<file path="src/rtl/dmem_arbiter.sv">
// ---------------------------------------------------------------------------
// dmem_arbiter
//
// Shares one single-port data memory between the CPU load/store path and a
// debug/loader port. Every access runs IDLE -> ISSUE -> (WAIT) -> DONE:
// the winner's command is registered at sampling, presented on mem_* for one
// cycle, read data is captured after RD_LAT cycles, and completion is
// signalled in DONE. DONE also samples new requests, so accesses can run
// back to back. Ties go round-robin on last_owner. dbg_halt locks the CPU out
// of memory once any CPU access already in flight has finished.
//
// Ports
//   clk, reset        clock (clk_slow domain), synchronous active-low reset
//   cpu_cs/cpu_rw_    CPU request (level, held until cpu_ack) and direction
//   cpu_addr/wdata    CPU command
//   cpu_rdata/ack     CPU read data, one-cycle completion pulse
//   cpu_stall         combinational freeze for the CPU pipeline
//   dbg_req/dbg_rw_   debug request (level, held until dbg_gnt) and direction
//   dbg_addr/wdata    debug command
//   dbg_gnt           one-cycle pulse in the debug access's issue cycle
//   dbg_rdata/rvalid  debug read data, one-cycle valid pulse
//   dbg_halt/halted   host lock-out request / CPU locked out and idle
//   mem_*             single-port memory interface (rd latency RD_LAT)
// ---------------------------------------------------------------------------
module dmem_arbiter #(
    parameter int ADDR_W = 8,
    parameter int DATA_W = 16,
    parameter int RD_LAT = 1      // legal 1..7
) (
    input  logic              clk,
    input  logic              reset,

    input  logic              cpu_cs,
    input  logic              cpu_rw_,
    input  logic [ADDR_W-1:0] cpu_addr,
    input  logic [DATA_W-1:0] cpu_wdata,
    output logic [DATA_W-1:0] cpu_rdata,
    output logic              cpu_ack,
    output logic              cpu_stall,

    input  logic              dbg_req,
    input  logic              dbg_rw_,
    input  logic [ADDR_W-1:0] dbg_addr,
    input  logic [DATA_W-1:0] dbg_wdata,
    output logic              dbg_gnt,
    output logic [DATA_W-1:0] dbg_rdata,
    output logic              dbg_rvalid,

    input  logic              dbg_halt,
    output logic              halted,

    output logic              mem_cs,
    output logic              mem_rw_,
    output logic [ADDR_W-1:0] mem_addr,
    output logic [DATA_W-1:0] mem_wdata,
    input  logic [DATA_W-1:0] mem_rdata
);

    typedef enum logic [1:0] {IDLE, ISSUE, WAIT, DONE} state_t;
    typedef enum logic       {OWN_CPU, OWN_DBG}        owner_t;

    state_t            state,     state_n;
    owner_t            owner,     owner_n;    // owner of current access == last_owner
    logic              cmd_rw_,   cmd_rw_n;
    logic [ADDR_W-1:0] cmd_addr,  cmd_addr_n;
    logic [DATA_W-1:0] cmd_wdata, cmd_wdata_n;
    logic [2:0]        lat_cnt,   lat_cnt_n;

    logic cpu_elig;
    logic dbg_elig;
    logic rd_capture;
    logic halted_n;

    // Completion and issue strobes are decoded straight from the state
    // register, so they are glitch-free and drop as soon as reset takes hold.
    assign mem_cs     = (state == ISSUE);
    assign mem_rw_    = (state == ISSUE) ? cmd_rw_ : 1'b1;
    assign mem_addr   = cmd_addr;
    assign mem_wdata  = cmd_wdata;
    assign dbg_gnt    = (state == ISSUE) && (owner == OWN_DBG);
    assign cpu_ack    = (state == DONE)  && (owner == OWN_CPU);
    assign dbg_rvalid = (state == DONE)  && (owner == OWN_DBG) && cmd_rw_;
    assign cpu_stall  = cpu_cs & ~cpu_ack;

    // The CPU still holds cpu_cs during its own ack cycle; masking it there
    // stops the same request from being serviced twice.
    assign cpu_elig   = cpu_cs & ~dbg_halt & ~cpu_ack;
    assign dbg_elig   = dbg_req;
    assign rd_capture = (state == WAIT) && (lat_cnt == 3'd1);

    always_comb begin
        // NOTE: every variable gets a default before the case, so no path
        // leaves one unassigned and no latch is inferred.
        state_n     = state;
        owner_n     = owner;
        cmd_rw_n    = cmd_rw_;
        cmd_addr_n  = cmd_addr;
        cmd_wdata_n = cmd_wdata;
        lat_cnt_n   = lat_cnt;

        unique case (state)
            IDLE, DONE: begin
                if (cpu_elig && (!dbg_elig || owner == OWN_DBG)) begin
                    owner_n     = OWN_CPU;
                    cmd_rw_n    = cpu_rw_;
                    cmd_addr_n  = cpu_addr;
                    cmd_wdata_n = cpu_wdata;
                    state_n     = ISSUE;
                end else if (dbg_elig) begin
                    owner_n     = OWN_DBG;
                    cmd_rw_n    = dbg_rw_;
                    cmd_addr_n  = dbg_addr;
                    cmd_wdata_n = dbg_wdata;
                    state_n     = ISSUE;
                end else begin
                    state_n     = IDLE;
                end
            end
            ISSUE: begin
                if (cmd_rw_) begin
                    lat_cnt_n = 3'(RD_LAT);
                    state_n   = WAIT;
                end else begin
                    state_n   = DONE;
                end
            end
            WAIT: begin
                if (lat_cnt == 3'd1) begin
                    state_n = DONE;
                end else begin
                    lat_cnt_n = lat_cnt - 3'd1;
                end
            end
            default: state_n = IDLE;
        endcase

        // Judged on the next state so halted rises in the cycle right after
        // the last CPU DONE rather than one cycle later.
        halted_n = dbg_halt & ~((state_n != IDLE) && (owner_n == OWN_CPU));
    end

    always_ff @(posedge clk) begin
        if (!reset) begin
            // NOTE: sequential state uses non-blocking assignments so every
            // register samples pre-edge values regardless of statement order.
            state     <= IDLE;
            owner     <= OWN_DBG;       // CPU wins the first tie
            cmd_rw_   <= 1'b1;
            cmd_addr  <= '0;
            cmd_wdata <= '0;
            lat_cnt   <= '0;
            cpu_rdata <= '0;
            dbg_rdata <= '0;
            halted    <= 1'b0;
        end else begin
            state     <= state_n;
            owner     <= owner_n;
            cmd_rw_   <= cmd_rw_n;
            cmd_addr  <= cmd_addr_n;
            cmd_wdata <= cmd_wdata_n;
            lat_cnt   <= lat_cnt_n;
            halted    <= halted_n;
            if (rd_capture) begin
                if (owner == OWN_CPU) begin
                    cpu_rdata <= mem_rdata;
                end else begin
                    dbg_rdata <= mem_rdata;
                end
            end
        end
    end

endmodule

</file>
<file path="config.mk">
export PLATFORM = sky130hd
export DESIGN_NAME = dmem_arbiter
export DESIGN_NICKNAME = d
export VERILOG_FILES = /design/src/rtl/dmem_arbiter.sv
export SDC_FILE = /design/constraint.sdc
export NUM_CORES = 1
export LEC_CHECK = 0
export BUFFER_PORTS_ARGS = -buffer_cell sky130_fd_sc_hd__buf_4
export CAP_MARGIN = 20
export CORE_MARGIN = 2
export CORE_UTILIZATION = 47
export DETAILED_ROUTE_END_ITERATION = 12
export GPL_TIMING_DRIVEN = 0
export HOLD_SLACK_MARGIN = 0.15
export PLACE_DENSITY = 0.8
export SYNTH_ARGS = -nofsm -noshare
export SYNTH_HDL_FRONTEND = slang
export SYNTH_SLANG_ARGS = --single-unit
</file>
<file path="constraint.sdc">
create_clock -name clk -period 2.35 [get_ports clk]
set_input_delay 0.235 -clock clk [delete_from_list [all_inputs] [get_ports clk]]
set_output_delay 0.235 -clock clk [all_outputs]
set_load 0.02 [all_outputs]
</file>
# Yosys cells after proc, flatten, opt, wreduce, memory -nomap -nowiden
# Index checks and enable logic that the tools add are counted.
[word_totals]
register_bits = 64
in_bits = 71
out_inout_bits = 63
wordCells = 61
[op_classes]
add_sub_neg = 1
n_eq_ne = 6
muxes = 18
n_bitwise = 9
reduce_logical = 18
[ops]
columns = ["cell", "n"]
rows = [
  ["$mux 16", 2],
  ["$mux 8", 2],
  ["$mux 1", 9],
  ["$logic_and 1x1->1", 7],
  ["$mux 3", 2],
  ["$pmux 2 s3", 1],
  ["$pmux 3 s2", 1],
  ["$reduce_and 2->1", 3],
  ["$reduce_bool 2->1", 3],
  ["$not 1->1", 5],
  ["$and 1x1->1", 4],
  ["$eq 2x2->1 const B", 2],
  ["$eq 3x1->1 const B", 1],
  ["$reduce_and 3->1", 1],
  ["$sub 3x1->3 const B", 1],
  ["$eq 2x1->1 const B", 1],
  ["$logic_not 2->1", 1],
  ["$mux 2", 1],
  ["$ne 2x1->1 const B", 1],
  ["$ne 2x2->1 const B", 1],
  ["$reduce_or 2->1", 1],
  ["$logic_not 1->1", 1],
  ["$logic_or 1x1->1", 1],
]

# Logic depth before layout (Yosys ltp)
# Gate-level depths: netlist of the first run.
[depth]
ltp_word = 11
mapped_depth = 8
mapped_depth_nobuf = 6

# Worst setup path before layout of the first run
# Ideal clock, no wire load.
[synth_path]
kind = "register -> register"
start = "reg state[0]"
end = "reg cmd_wdata[13], in the netlist mem_wdata[13]"
setup_time_ns = 0.128
t_arrival_ns = 1.521
required_ns = 2.222
path_slack_ns = 0.701
stages_incl_launch_ff = 8
n_path_buf = 2
synth_period_minus_slack_ns = 1.649
cell_sequence = "dfxtp_1 inv_1 ha_1 and2_1 buf_4 buf_2 o31ai_4 a31oi_2"
[synth_via]
elab_chain_cells = 7
word_cells_on_any_way = 10
cone_classes = "eq/ne (1); mux (1); bitwise (2); reduce/logical (6)"
[synth_lines]
columns = ["element", "line", "text"]
rows = [
  ["from (decl)", "62", "state_t state, state_n;"],
  ["from (signal assigned)", "156", "state <= state_n;"],
  ["$eq 2x2->1", "81, 101", ""],
  ["$logic_and 1x1->1", "81", "assign cpu_ack = (state == DONE) && (owner == OWN_CPU);"],
  ["$not 1->1", "87", "assign cpu_elig = cpu_cs & ~dbg_halt & ~cpu_ack;"],
  ["$and 1x1->1", "87", ""],
  ["$logic_and 1x1->1", "103", "if (cpu_elig && (!dbg_elig || owner == OWN_DBG)) begin"],
  ["$reduce_bool 2->1 (no line)", "--", ""],
  ["$reduce_and 2->1 (no line)", "--", ""],
  ["to (signal assigned)", "160", "cmd_wdata <= cmd_wdata_n;"],
  ["to (decl)", "66", "logic [DATA_W-1:0] cmd_wdata, cmd_wdata_n;"],
]
# Parallel ways exist; a longest one is shown, timed or not.
# A chain may end at the register's enable or synchronous reset.

# Final worst setup path of the first run
[layout_path]
start = "in dbg_halt"
end = "reg cmd_addr[6], in the netlist mem_addr[6]"
[layout_via]
elab_chain_cells = 6
word_cells_on_any_way = 7
cone_classes = "mux (1); bitwise (3); reduce/logical (3)"
[layout_lines]
columns = ["element", "line", "text"]
rows = [
  ["from (decl)", "49", "input logic dbg_halt,"],
  ["$not 1->1 *", "87", ""],
  ["$and 1x1->1 * (2 in series)", "87", ""],
  ["$logic_and 1x1->1 *", "103", ""],
  ["$reduce_bool 2->1 (no line)", "--", ""],
  ["$reduce_and 2->1 (no line)", "--", ""],
  ["to (signal assigned)", "159", "cmd_addr <= cmd_addr_n;"],
  ["to (decl)", "65", "logic [ADDR_W-1:0] cmd_addr, cmd_addr_n;"],
]
# Every way passes the cells marked *; elsewhere a longest branch is shown, timed or not.

==> flow_results.org, run 1 <==
** Critical path
- Critical path destination :: mem_addr[6]
- Type of the worst setup path :: input port to flip-flop
- Critical path depth :: 9
- The worst register-to-register path begins at state[0].
- Among cell families on the critical path, the largest total delay comes from buffers and inverters.
- Tracing the worst setup path back leads to its startpoint at dbg_halt.
- The worst register-to-register path has a depth of 8.
- The worst setup path is launched from an input port.
- Worst Path Required :: ~2600 ps
- The signal on the critical path passes through dlygate4sd3_1 -> buf_4 -> and2b_2 -> o21a_1 -> buf_4 -> buf_2 -> nand2_1 -> a31oi_1 -> dlygate4sd3_1.
- Data arrival, critical path :: around 2500 ps
- Kind of capture point of the worst setup path :: flip-flop
- On the worst path, the slowest cell contributes a delay of ~590 ps.
- The number of buffers and inverters on the critical path is 5.
- In this run the critical register-to-register path is captured at mem_addr[6].
- R2R Setup Slk :: about 110 ps
- Crit Path Max Fanout :: 10
- Among all stages on the critical path, the largest delay is contributed by sky130_fd_sc_hd__dlygate4sd3_1.

** Layout
- The repair_antennas step left the layout with diodes totalling 0.
- Commonest non-fill, non-tap cells in the layout :: sky130_fd_sc_hd__buf_4, sky130_fd_sc_hd__nand2_1, sky130_fd_sc_hd__dfxtp_1, sky130_fd_sc_hd__dlygate4sd3_1, sky130_fd_sc_hd__a31oi_1
- Most frequent standard cell in the layout excluding fill and tap cells :: sky130_fd_sc_hd__buf_4
- Cells fill between 70% and 80% of the core in the end.
- Final instance area :: roughly 0.0046 mm²
- Area grow syn2layout :: 53.4%
- Share of layout cells above drive strength 1 :: approximately two fifths
- The final layout contains 582 nets.

** Timing
- On the final layout, the worst hold slack is about 160 ps.
- Time the final worst path needs with I/O delays and setup :: between 2000 and 2500 ps
- Setup repair after global routing left no endpoint under its margin.
- The count of final hold-check violations is 0.
- The final max-slew violation count came to 0.
- Fin Clk Skew :: 8.93 ps
- Max Clk Rate :: 443 MHz
- Final setup violating endpoints :: 0
- Transition at the pin with the smallest max-transition slack :: around 410 ps
- Adding up every negative setup slack in the final design gives 0 ps.
- Final cycle utilization of the critical path :: a little under 100%
- Measured against its own limit, the worst slew margin works out to 72.5%.

** Power and ir drop
- Per report_power, the clock group accounts for 23.8% of the total.
- For this design the ratio of total power to cell area is ~960 mW/mm².
- Combinational logic burns approximately two fifths of the power.
- Leakage power summed over all cells :: 2.02 nW
- Sequential cells account for between 30% and 40% of the total power.
- Cell internal power was estimated by the tool at 0.00278 W.
- Net Sw Power :: 0.00158 W
- Net switching is between 30% and 40% of the power.
- Summing internal, switching and leakage power gives 0.00436 W.
- Worst vdd rail ir drop :: between 0.0006 and 0.0007 V

** Yosys
- The synthesized netlist devotes 0% of its cell area to XOR and XNOR gates.
- Compound-Gate Fraction of Synth Area :: ~27%
- Mux contribution to synthesized area :: 0%
- Number of instances in the synthesized netlist :: 336
- After synthesis the netlist holds a flip-flop and latch count of 64.
- Biggest area contributors in the synthesized netlist :: sky130_fd_sc_hd__dfxtp_1, sky130_fd_sc_hd__nand2_1, sky130_fd_sc_hd__o31ai_2
- Post-synthesis instance area :: around 0.003 mm²
- Mapped Nets :: between 400 and 500
- Dominant synthesized flop cell :: sky130_fd_sc_hd__dfxtp_1
- After synthesis, the largest family of logic cells by area is compound AO/OA/AOI/OAI gates.
- Share of async-settable or async-resettable flops after synthesis :: 0%
- Area fraction in and, or, nand and nor cells after synthesis :: around a fifth
- Of the synthesized area, sequential elements account for between 40% and 50%.
- Dividing the synthesized area by the synthesized cell count gives ~8.9 µm².
- Share of Yosys cell area claimed by the top area cell type :: a little over two fifths
- Cell accounting for the most synthesized area :: sky130_fd_sc_hd__dfxtp_1
- Post-synthesis adder-cell area fraction :: under 10%
- After synthesis, the netlist uses 39 different library cells.
- EDFF count, synth :: 0
- During synthesis, Yosys emitted a total of 0 warnings.

** Clocking
- Clock latency on the worst-skew pair, taken at its later pin, is roughly 340 ps.
- TritonCTS created 9 clock buffers.
- Clk Tree Root Cell :: sky130_fd_sc_hd__clkbuf_8
- After clock tree synthesis, the setup repair step added 0 buffers.
- CTS built an H-tree with a depth of 3.
- The tree built by TritonCTS fans out to 64 sinks.
- Clock-pin slew was measured on the worst setup and hold paths at approximately 70 ps.
- Maximum count of clock buffers along a single path :: 2
- Clock tree from TritonCTS :: built

** Placed design
- Routability-driven placement finished with a final weighted congestion of 0.750.
- DP Wirelength :: around 5900 µm
- Input/output buffers :: approximately 130
- The placed instances occupy a cell area of 0.00407 mm².

** Detailed routing
- Avg Vias per Cell :: between 5 and 6
- In this run the remaining antenna-violating nets after routing total 0.
- Via count :: around 3,000
- Residual DRC count :: 0
- Top layer reached by signal wires :: met4
- Met1 wire length :: between 3000 and 4000 µm
- The first detailed-routing pass took 5 iterations.
- Detailed routing placed a total of between 900 and 1000 µm of wire on met3.
- Number of DRC markers after the initial detailed-route iteration :: 88
- Met2 wirelength from detailed routing :: approximately 4100 µm
- In the final routed layout, each cell accounts on average for 14.6 µm.
- Total wire length :: around 8500 µm

** Floorplanning
- The total area inside the core boundary comes to 0.00603 mm².
- After floorplanning, the core was divided into 28 placement rows.
- ~130 I/O pins were placed.
- The die is around 84 µm tall.
- Initial cell density of the core :: between 40% and 50%
- The die covers around 0.0070 mm².
- The die is around 84 µm wide.

** GRT
- Vias in the first global route :: about 3,000
- Overall fraction of global-route tracks in use :: approximately a quarter
- Entering global routing, the biggest net connects 11 pins.
- The number of antenna violations at the first check in global routing is 0.
- Global routing finished with a remaining overflow of 0.
- Global-route wire length before repair :: about 14,000 µm

** Run status
- The run finished with clean final reports.

** Flow run
- Number of violations of the max-capacitance limit :: 0

** Worst hold path
- Worst Hold Class :: input port to flip-flop
[how the worst min path moves through the flow]
stage,from,endpoint,depth (start not counted),slack (ps)
after global routing,mem_rdata[3],cpu_rdata[3],3,150
final,cpu_wdata[10],mem_wdata[10],3,160
after CTS,mem_rdata[6],cpu_rdata[6],3,150
after global placement,cpu_rdata[3],cpu_rdata[3],2,440
after detailed placement,cpu_rdata[4],cpu_rdata[4],2,450
after floorplan,dbg_halt,halted,1,370
[synthesized netlist by cell type (4+ instances only)]
| master | n |
|---|---|
| sky130_fd_sc_hd__a31oi_1 | 22 |
| sky130_fd_sc_hd__and2_1 | 4 |
| sky130_fd_sc_hd__o31ai_1 | 4 |
| sky130_fd_sc_hd__clkbuf_1 | 4 |
| sky130_fd_sc_hd__buf_4 | 6 |
| sky130_fd_sc_hd__a21boi_1 | 16 |
| sky130_fd_sc_hd__buf_6 | 4 |
| sky130_fd_sc_hd__dfxtp_1 | 64 |
| sky130_fd_sc_hd__nand2b_1 | 4 |
| sky130_fd_sc_hd__buf_2 | 11 |
| sky130_fd_sc_hd__nand2_1 | 116 |
| sky130_fd_sc_hd__ha_1 | 5 |
| sky130_fd_sc_hd__o31ai_2 | 18 |
| sky130_fd_sc_hd__inv_1 | 7 |
| sky130_fd_sc_hd__a21boi_0 | 19 |
[metrics by stage]
step | std cells | worst slack, ps
after floorplan | 336 | 701
after global placement | 544 | 556
after detailed placement | 544 | 515
after CTS | 587 | 16.8
after global routing | 586 | 1.13
final | 586 | 91.7
[power by group through the flow]
| stage | logic, W | registers (W) | clock network, W |
|---|---|---|---|
| floorplan | 0.000885 | 0.00173 | 0 |
| global placement | 0.00173 | 0.00150 | 0 |
| detailed placement | 0.00175 | 0.00151 | 0 |
| CTS | 0.00181 | 0.00150 | 0.00105 |
| global route | 0.00196 | 0.00153 | 0.00111 |
| finish | 0.00183 | 0.00150 | 0.00104 |
[timing repair]
| action | CTS | global route |
|---|---|---|
| endpoints found under the hold margin | 22 | 0 |
| endpoints found under the setup margin | 0 | 2 |
| resized for setup | 0 | 4 |
| hold buffers | 27 | 0 |
[kinds of logic (layout without fill, tap and decap cells)]
| family | Yosys count | after routing |
|---|---|---|
| AO/OA/AOI/OAI | 93 | 93 |
| AND/OR/NAND/NOR | 139 | 139 |
| flip-flops | 64 | 64 |
| buffers and inverters | 35 | 210 |
| adder cells (fa/ha/maj) | 5 | 5 |
[flip-flops by register name (all words and copies together) (netlist names)]
| signal | count |
|---|---|
| cmd_rw_ | 1 |
| cpu_rdata | 16 |
| dbg_rdata | 16 |
| halted | 1 |
| lat_cnt | 3 |
| mem_addr | 8 |
| mem_wdata | 16 |
| owner | 1 |
| state | 2 |
[layer usage]
layer / up-vias / track usage [%]
li1: 1484 / -
met5: - / 0
met3: 14 / 9.30
met2: 145 / 42.3
met4: 0 / 9.53
met1: 1386 / 27.0
[tightest hold or removal path: cells and delay by family]
| family | cells | cell delay [ps] |
|---|---|---|
| AO/OA/AOI/OAI | 1 | 70 |
| buffers and inverters | 1 | 110 |
| AND/OR/NAND/NOR | 1 | 40 |
[area by class of cell]
class	count	area, µm²
tap	75	93.8
multi-input combinational	237	1480
timing repair buffer	160	1270
clock buffer	13	149
clock inverter	3	65.1
fill	432	1460
sequential	64	1280
inverter	7	26.3
buffer	27	203
(Power assumes the default switching activity.)
==> run 2, diff against run 1 <==
- CTS_BUF_LIST: not set -> sky130_fd_sc_hd__clkbuf_16
==> run 2 against run 1 <==
Net effect: sequential share of layout area grew 1.2 points; critical path type is now flip-flop to flip-flop; sequential power about the same; combinational power shrank 4%; highest routed layer unchanged; maximum frequency increased by 22%; utilization decreased by 3.0 points; cell count shrank 4.3%; critical endpoint is now mem_wdata[14]; via count down 5.2%.
==> flow_results.org, run 2 (synthesis gave the netlist of run 1 again) <==
** Layout
- Most frequent standard cell in the layout excluding fill and tap cells :: sky130_fd_sc_hd__buf_4 (unchanged)
- Net total in the final layout :: 557 (was 582)
- The share of cells above drive strength 1 came to 40.5% (was 38.7%).
- Total area of multi-input combinational cells :: 0.00146 mm² (was 0.00148 mm²)
- Area grow syn2layout :: 47.3% (was 53.4%)
- Ant. Diodes :: 0 (unchanged)
- Commonest non-fill, non-tap cells in the layout :: sky130_fd_sc_hd__buf_4, sky130_fd_sc_hd__nand2_1, sky130_fd_sc_hd__dfxtp_1, sky130_fd_sc_hd__a31oi_1, sky130_fd_sc_hd__a21boi_0 (was sky130_fd_sc_hd__buf_4, sky130_fd_sc_hd__nand2_1, sky130_fd_sc_hd__dfxtp_1, sky130_fd_sc_hd__dlygate4sd3_1, sky130_fd_sc_hd__a31oi_1)
- Total area of sequential cells :: 0.00128 mm² (unchanged)
- The layout filler cell count came to 476 (was 432).
- Final core occ :: 72.8% (was 75.8%)
- Post-layout instance count excluding filler cells :: 561 (was 586)

** GRT
- The global-route wire length before repair came to 13,200 µm (was 14,100 µm).
- The number of antenna violations at the first check in global routing is 0 (unchanged).
- The via count of the first global-routing pass was 2,751 (was 2,991).
- GRT busiest layer :: met2 (unchanged)
- GR Layer Usage met1 :: 26.2% (was 27.0%)
- GR met2 Demand/Resource :: 38.5% (was 42.3%)
- Grt total ovfl :: 0 (unchanged)
- The global-route usage over all layers is 22.9% (was 24.5%).
- Pin count of the biggest net entering global routing :: 11 (unchanged)
- The met3 routing resource usage after global routing is 9.30% (unchanged).

** Clocking
- Clk Tree Root Cell :: sky130_fd_sc_hd__clkbuf_16 (was sky130_fd_sc_hd__clkbuf_8)
- Postcts setup bufs :: 0 (unchanged)
- The later-pin clock latency in the skew report came to 320 ps (was 340 ps).
- The clock sink count was 64 (unchanged).
- The number of buffers on the longest clock path was 2 (unchanged).
- The total number of H-tree levels is 3 (unchanged).
- Worst-path clk slew :: 60 ps (was 70 ps)
- The CTS tree is built (unchanged).
- The total clock buffers created by CTS was 9 (unchanged).

** Detailed routing
- The number of vias per cell came to 5.12 (was 5.17).
- Post-route ant nets :: 0 (unchanged)
- Number of DRC markers after the initial detailed-route iteration :: 110 (was 88)
- The wire length per cell after detailed routing was 14.2 µm (was 14.6 µm).
- The number of iterations in the first detailed-routing pass is 4 (was 5).
- Total wire length :: 7990 µm (was 8540 µm)
- The post-detailed-route DRC marker count was 0 (unchanged).
- Via count :: 2,872 (was 3,029)

** Timing
- The final max-slew violation count was 0 (unchanged).
- The final cycle utilization of the critical path is 78.6% (was 96.1%).
- The minimum hold slack was 166 ps (was 158 ps).
- Unrepaired setup endpoints after global routing :: false (unchanged)
- The highest clock frequency the design can meet came to 541 MHz (was 443 MHz).
- The count of final setup violators came to 0 (unchanged).
- The slew at the pin closest to its max-slew limit came to 417 ps (was 412 ps).
- The count of final hold-check violations was 0 (unchanged).
- The setup skew after layout is 8.42 ps (was 8.93 ps).
- The worst slew margin relative to its limit is 72.2% (was 72.5%).
- The total negative setup slack came to 0 ps (unchanged).
- Time the final worst path needs with I/O delays and setup :: 1850 ps (was 2260 ps)

** Critical path
- The worst-path maximum fanout came to 10 (unchanged).
- Type of the worst setup path :: flip-flop to flip-flop (was input port to flip-flop)
- Worst Path Required :: 2550 ps (was 2630 ps)
- Crit path launch type :: flip-flop (was input port)
- The worst-case reg-to-reg path depth came to 7 (was 8).
- Kind of capture point of the worst setup path :: flip-flop (unchanged)
- Data arrival, critical path :: 2050 ps (was 2540 ps)

** Floorplanning
- The row count was 28 (unchanged).
- Die footprint :: 0.00699 mm² (unchanged)
- The number of top-level design ports came to 134 (unchanged).
- Placeable core area :: 0.00603 mm² (unchanged)
- Vertical die dimension :: 83.6 µm (unchanged)
- Initial cell density of the core :: 49.4% (unchanged)
- Chip Width :: 83.6 µm (unchanged)

** Flow run
- Number of violations of the max-capacitance limit :: 0 (unchanged)

** Power and ir drop
- The total power per unit cell area came to 1050 mW/mm² (was 955 mW/mm²).
- The peak ir drop on the vdd network was 0.000667 V (was 0.000650 V).
- The static power due to leakage is 1.97 nW (was 2.02 nW).

** Worst hold path
- Worst Hold Class :: input port to flip-flop (unchanged)
- Number of stages on the worst hold path :: 3 (unchanged)

** Placed design
- The count of port buffers added during placement is 133 (unchanged).
- The placed cell count came to 544 (unchanged).
- The final RePlAce weighted congestion is 0.750 (unchanged).
- DP Wirelength :: 5880 µm (unchanged)

** Run status
- Outcome :: complete, no violations (unchanged)
run 2: layout make-up:
type,instances,share of cell area [%]
Clock inverter,7,1.83
Multi-Input combinational cell,237,33.4
Timing Repair Buffer,134,23.0
Buffer,28,4.68
Sequential cell,64,29.2
Tap cell,75,2.14
Inverter,7,0.599
Clock buffer,9,5.14
run 2: critical path, stage by stage, from the launching register on:
cell and delay [ps]:
sky130_fd_sc_hd__dfxtp_1 370, sky130_fd_sc_hd__inv_1 60, sky130_fd_sc_hd__ha_1 400, sky130_fd_sc_hd__and2_1 180
sky130_fd_sc_hd__buf_4 160, sky130_fd_sc_hd__buf_2 220, sky130_fd_sc_hd__o31ai_2 280, sky130_fd_sc_hd__a31oi_1 60
run 2: stage by stage:
step / cell area [µm²] / worst slack, ps / power [W]
after CTS: 4380 / 504 / 0.00464
after detailed placement: 4070 / 515 / 0.00327
after floorplan: 2980 / 701 / 0.00262
after global routing: 4380 / 395 / 0.00485
after global placement: 4070 / 556 / 0.00324
final: 4380 / 502 / 0.00461
run 2: final timing paths:
kind,startpoint,end,slack [ps]
setup / recovery,state[0],mem_wdata[14],500
hold / removal,mem_rdata[11],cpu_rdata[11],170
setup reg to reg,state[0],mem_wdata[14],500
hold reg to reg,cpu_rdata[10],cpu_rdata[10],450
run 2: power by group:
part / leakage (nW) / internal, W / switching, W / total (W)
clock: 0.161 / 0.000910 / 0.000453 / 0.00136
sequential: 0.523 / 0.00133 / 0.000173 / 0.00150
combinational: 1.28 / 0.000783 / 0.000967 / 0.00175
total: 1.97 / 0.00302 / 0.00159 / 0.00461
run 2: metal layers:
layer	part of all wire [%]	vias to the layer above
met5	0	-
met4	1.4	0
met3	11	11
met2	47	123
met1	40	1299
li1	-	1439
run 2: timing repair:
action,4_1_cts,5_1_grt
endpoints found under the setup margin,0,0
gates resized for setup,0,0
endpoints found under the hold margin,1,0
hold buffers,1,0
==> run 3, diff against run 2 <==
- ABC_AREA: not set -> 1
- CORE_UTILIZATION: 47 -> 42
- PLACE_DENSITY: 0.8 -> 0.76
- clock period: 2.35 -> 1.5 ns (I/O delays scaled with it)
==> run 3 against run 2 <==
Net effect: the run now ends with setup timing left; hold slack lost 15 ps; synthesized cell count rose by 33%; wire length up 30%; register-to-register slack got worse by 530 ps; critical endpoint is now cpu_rdata[10].
==> flow_results.org, run 3 <==
** Critical path
- The destination of the worst register-to-register timing path is cpu_rdata[10] (was mem_wdata[14]).
- Depth of the worst register-to-register path :: 10 (was 7)
- Beginning of the worst register-to-register path :: lat_cnt[1] (was state[0])
- The worst-path maximum fanout was 7 (was 10).
- The longest individual stage delay on the worst path came to 320 ps (was 400 ps).
- The arrival time reported for the critical path endpoint was 1750 ps (was 2050 ps).
- Type of the worst setup path :: flip-flop to flip-flop (unchanged)
- Critical-path cell list :: inv_2 -> ha_4 -> inv_2 -> nor2_2 -> nand2_2 -> nor2_4 -> inv_4 -> clkbuf_16 -> nor2_4 -> nor2_2 (was inv_1 -> ha_1 -> and2_1 -> buf_4 -> buf_2 -> o31ai_2 -> a31oi_1)
- Launch point of the worst path :: lat_cnt[1] (was state[0])
- R2R Setup Slk :: -30 ps (was 500 ps)
- Worst Path Required :: 1710 ps (was 2550 ps)
- The category of the worst setup path capture point is a flip-flop (unchanged).
- The critical path startpoint category is a flip-flop (unchanged).
- The cell at the slowest stage of the critical path was sky130_fd_sc_hd__dfxtp_2 (was sky130_fd_sc_hd__ha_1).

** GRT
- Grt total ovfl :: 0 (unchanged)
- The global-route usage over all layers was 24.8% (was 22.9%).
- Global-route wire length before repair :: 15,000 µm (was 13,200 µm)
- Vias in the first global route :: 3,294 (was 2,751)
- The number of antenna violations at the first check in global routing is 0 (unchanged).
- Pin count of the biggest net entering global routing :: 11 (unchanged)

** Clocking
- The later-pin clock latency in the skew report is 320 ps (about the same).
- The number of buffers on the longest clock path was 2 (unchanged).
- The CTS tree was built (unchanged).
- The clock sink count was 64 (unchanged).
- The total number of H-tree levels was 3 (unchanged).
- The total clock buffers created by CTS was 9 (unchanged).
- Worst-path clk slew :: 50 ps (was 60 ps)
- Clk Tree Root Cell :: sky130_fd_sc_hd__clkbuf_16 (unchanged)

** Layout
- Final instance area :: 0.00497 mm² (was 0.00438 mm²)
- Share of layout cells above drive strength 1 :: 36.1% (was 40.5%)
- Most frequent standard cell in the layout excluding fill and tap cells :: sky130_fd_sc_hd__buf_4 (unchanged)
- The final core area utilization was 73.1% (was 72.8%).
- Commonest non-fill, non-tap cells in the layout: sky130_fd_sc_hd__buf_4, sky130_fd_sc_hd__nand2_1, sky130_fd_sc_hd__nor2_1, sky130_fd_sc_hd__dfxtp_1, sky130_fd_sc_hd__inv_1 (was sky130_fd_sc_hd__buf_4, sky130_fd_sc_hd__nand2_1, sky130_fd_sc_hd__dfxtp_1, sky130_fd_sc_hd__a31oi_1, sky130_fd_sc_hd__a21boi_0).
- The layout net count came to 700 (was 557).
- The post-synthesis to final-layout area growth was 68.4% (was 47.3%).
- The total inserted antenna cells is 0 (unchanged).

** Yosys
- Part of the Yosys area used for sequential elements :: 43.4% (was 43.0%)
- Most frequent cells after synthesis: sky130_fd_sc_hd__nand2_1, sky130_fd_sc_hd__nor2_1, sky130_fd_sc_hd__dfxtp_1 (was sky130_fd_sc_hd__nand2_1, sky130_fd_sc_hd__dfxtp_1, sky130_fd_sc_hd__a31oi_1).
- The top-area cell type share of the netlist area was 43.4% (was 43.0%).
- Mapped Nets :: 522 (was 412)
- The number of register bits inferred by synthesis was 64 (unchanged).
- Post-synthesis instance area :: 0.00295 mm² (was 0.00298 mm²)
- Most frequent cell after synthesis :: sky130_fd_sc_hd__nand2_1 (unchanged)
- The main flop type after synthesis is sky130_fd_sc_hd__dfxtp_1 (unchanged).
- The cell type with the highest aggregate area in the netlist is sky130_fd_sc_hd__dfxtp_1 (unchanged).
- Ys Warns :: 0 (unchanged)
- The instance count of the mapped netlist is 446 (was 336).
- The number of library cell types mapped by synthesis was 22 (was 39).
- The post-synthesis area per instance was 6.62 µm² (was 8.86 µm²).
- Share of async-settable or async-resettable flops after synthesis :: 0% (unchanged)
- The number of synthesized flops with an enable pin came to 0 (unchanged).
- Biggest area contributors in the synthesized netlist: sky130_fd_sc_hd__dfxtp_1, sky130_fd_sc_hd__nand2_1, sky130_fd_sc_hd__nor2_1 (was sky130_fd_sc_hd__dfxtp_1, sky130_fd_sc_hd__nand2_1, sky130_fd_sc_hd__o31ai_2).

** Power and ir drop
- The total power per unit cell area came to 1580 mW/mm² (was 1050 mW/mm²).
- Worst vdd rail ir drop :: 0.000777 V (was 0.000667 V)
- Leakage power summed over all cells :: 2.49 nW (was 1.97 nW)

** Floorplanning
- The number of top-level design ports came to 134 (unchanged).
- Standard-cell row count :: 30 (was 28)
- The initial core utilization is 43.4% (was 49.4%).
- Chip Width :: 87.8 µm (was 83.6 µm)
- The total die area is 0.00771 mm² (was 0.00699 mm²).
- Placeable core area :: 0.00679 mm² (was 0.00603 mm²)
- The die height is 87.8 µm (was 83.6 µm).

** Detailed routing
- The initial detailed-routing violation count is 141 (was 110).
- The post-detailed-route DRC marker count came to 0 (unchanged).
- Avg Vias per Cell :: 4.94 (was 5.12)
- Total wire length :: 10,300 µm (was 7990 µm)
- The final antenna-violating net count is 0 (unchanged).
- Routed wire per std cell :: 14.3 µm (was 14.2 µm)
- Via count :: 3,584 (was 2,872)
- DRT Pass-1 Iters :: 4 (unchanged)

** Timing
- The setup skew after layout was 7.55 ps (was 8.42 ps).
- The count of final setup violators was 4 (was 0).
- Unrepaired setup endpoints after global routing :: true (was false)
- Time the final worst path needs with I/O delays and setup :: 1530 ps (was 1850 ps)
- Final max-slew violation count :: 0 (unchanged)
- The minimum hold slack came to 151 ps (was 166 ps).
- The final cycle utilization of the critical path came to 102% (was 78.6%).
- Final worst setup slack :: -30.6 ps (was 502 ps)
- The slew at the pin closest to its max-slew limit came to 466 ps (was 417 ps).
- The count of final hold-check violations is 0 (unchanged).
- The worst slew margin relative to its limit was 68.9% (was 72.2%).
- The highest clock frequency the design can meet came to 653 MHz (was 541 MHz).

** Placed design
- DP Wirelength :: 6630 µm (was 5880 µm)
- Final estimated routing congestion in global placement :: 0.808 (was 0.750)
- Input/output buffers :: 132 (was 133)
- The area after detailed placement was 0.00407 mm² (about the same).

** Worst hold path
- The start point of the worst hold path was dbg_wdata[7] (was mem_rdata[11]).
- The number of cells on the worst hold path was 5 (was 3).
- The class of the most critical hold timing path is input port to flip-flop (unchanged).
- Endpoint with the worst hold slack :: mem_wdata[7] (was cpu_rdata[11])

** Run status
- The checks that failed: setup timing.
- Outcome :: finished, violations left (was complete, no violations)

** Flow run
- Number of violations of the max-capacitance limit :: 0 (unchanged)
[run 3: cell types whose count changed in the layout (fill, tap and decap cells not counted), sizes merged, moves of 16 or more]
cell         before  now
a21boi           35    0
a21oi             1   20
a31oi            24    0
dlygate4sd3       1   18
inv              10   40
nand2           116  135
nand3             2   21
nand4             0   25
nor2              2   90
o21ai             2   18
o31ai            24    0
[run 3: cells by family after synthesis]
family | count (synthesis) | share of synthesized area (%)
xor gates and xnor gates | 1 | 0.297
and+or+nand+nor | 273 | 38.7
AOI/OAI and AO/OA | 38 | 6.44
buffers and inverters | 65 | 9.03
adders and majority gates | 5 | 2.12
DFF | 64 | 43.4
[run 3: how the worst max path moves through the flow]
stage	depth (start not counted)	slack, ps	end
6_report	10	-30	cpu_rdata[10]
5_1_grt	10	-90	cpu_rdata[10]
4_1_cts	6	-30	cpu_stall
3_5_place_dp	10	-370	cpu_rdata[11]
3_3_place_gp	10	-300	cpu_rdata[9]
2_1_floorplan	9	10	mem_addr[0]
[run 3: power by group]
part | internal [W] | total [W] | switching, W
Combinational | 0.00138 | 0.00334 | 0.00196
Clock | 0.00142 | 0.00215 | 0.000729
Sequential | 0.00212 | 0.00237 | 0.000256
[run 3: area by class of cell]
cell class                 instances  area [µm²]
tap                               96         120
fill                             538        1820
clock buffer                       9         225
clock inverter                     7        78.8
timing repair buffer             168        1340
buffer                            24         170
sequential                        64        1290
multi-input combinational        317        1590
inverter                          40         158
[run 3: critical path: cells and delay by family, from the launching register on]
kind | cells | cell delay [ps]
simple gates | 5 | 580
flops | 1 | 320
buf+inv | 4 | 380
fa+ha+maj | 1 | 130
[run 3: timing repair]
item | 4_1_cts | 5_1_grt
pin swaps | 4 | 13
cloned | 0 | 2
hold endpoints to repair | 34 | 0
setup buffers | 8 | 9
hold buffers | 18 | 0
endpoints found under the setup margin | 64 | 50
resized for setup | 26 | 72
[run 3: through the flow]
step | cells | setup slack, ps | power [W] | setup TNS [ps]
2_1_floorplan | 446 | 13.2 | 0.00417 | 0
3_3_place_gp | 674 | -304 | 0.00520 | -9760
3_5_place_dp | 674 | -365 | 0.00528 | -12510
4_1_cts | 715 | -34.0 | 0.00759 | -34.0
5_1_grt | 725 | -87.9 | 0.00833 | -792
6_report | 725 | -30.6 | 0.00786 | -72.6
[run 3: per-layer routing]
layer	GRT usage, %	wire length (µm)
met1	29.0	4070
met2	43.5	5200
met3	7.63	900
met4	7.41	180
met5	0	0
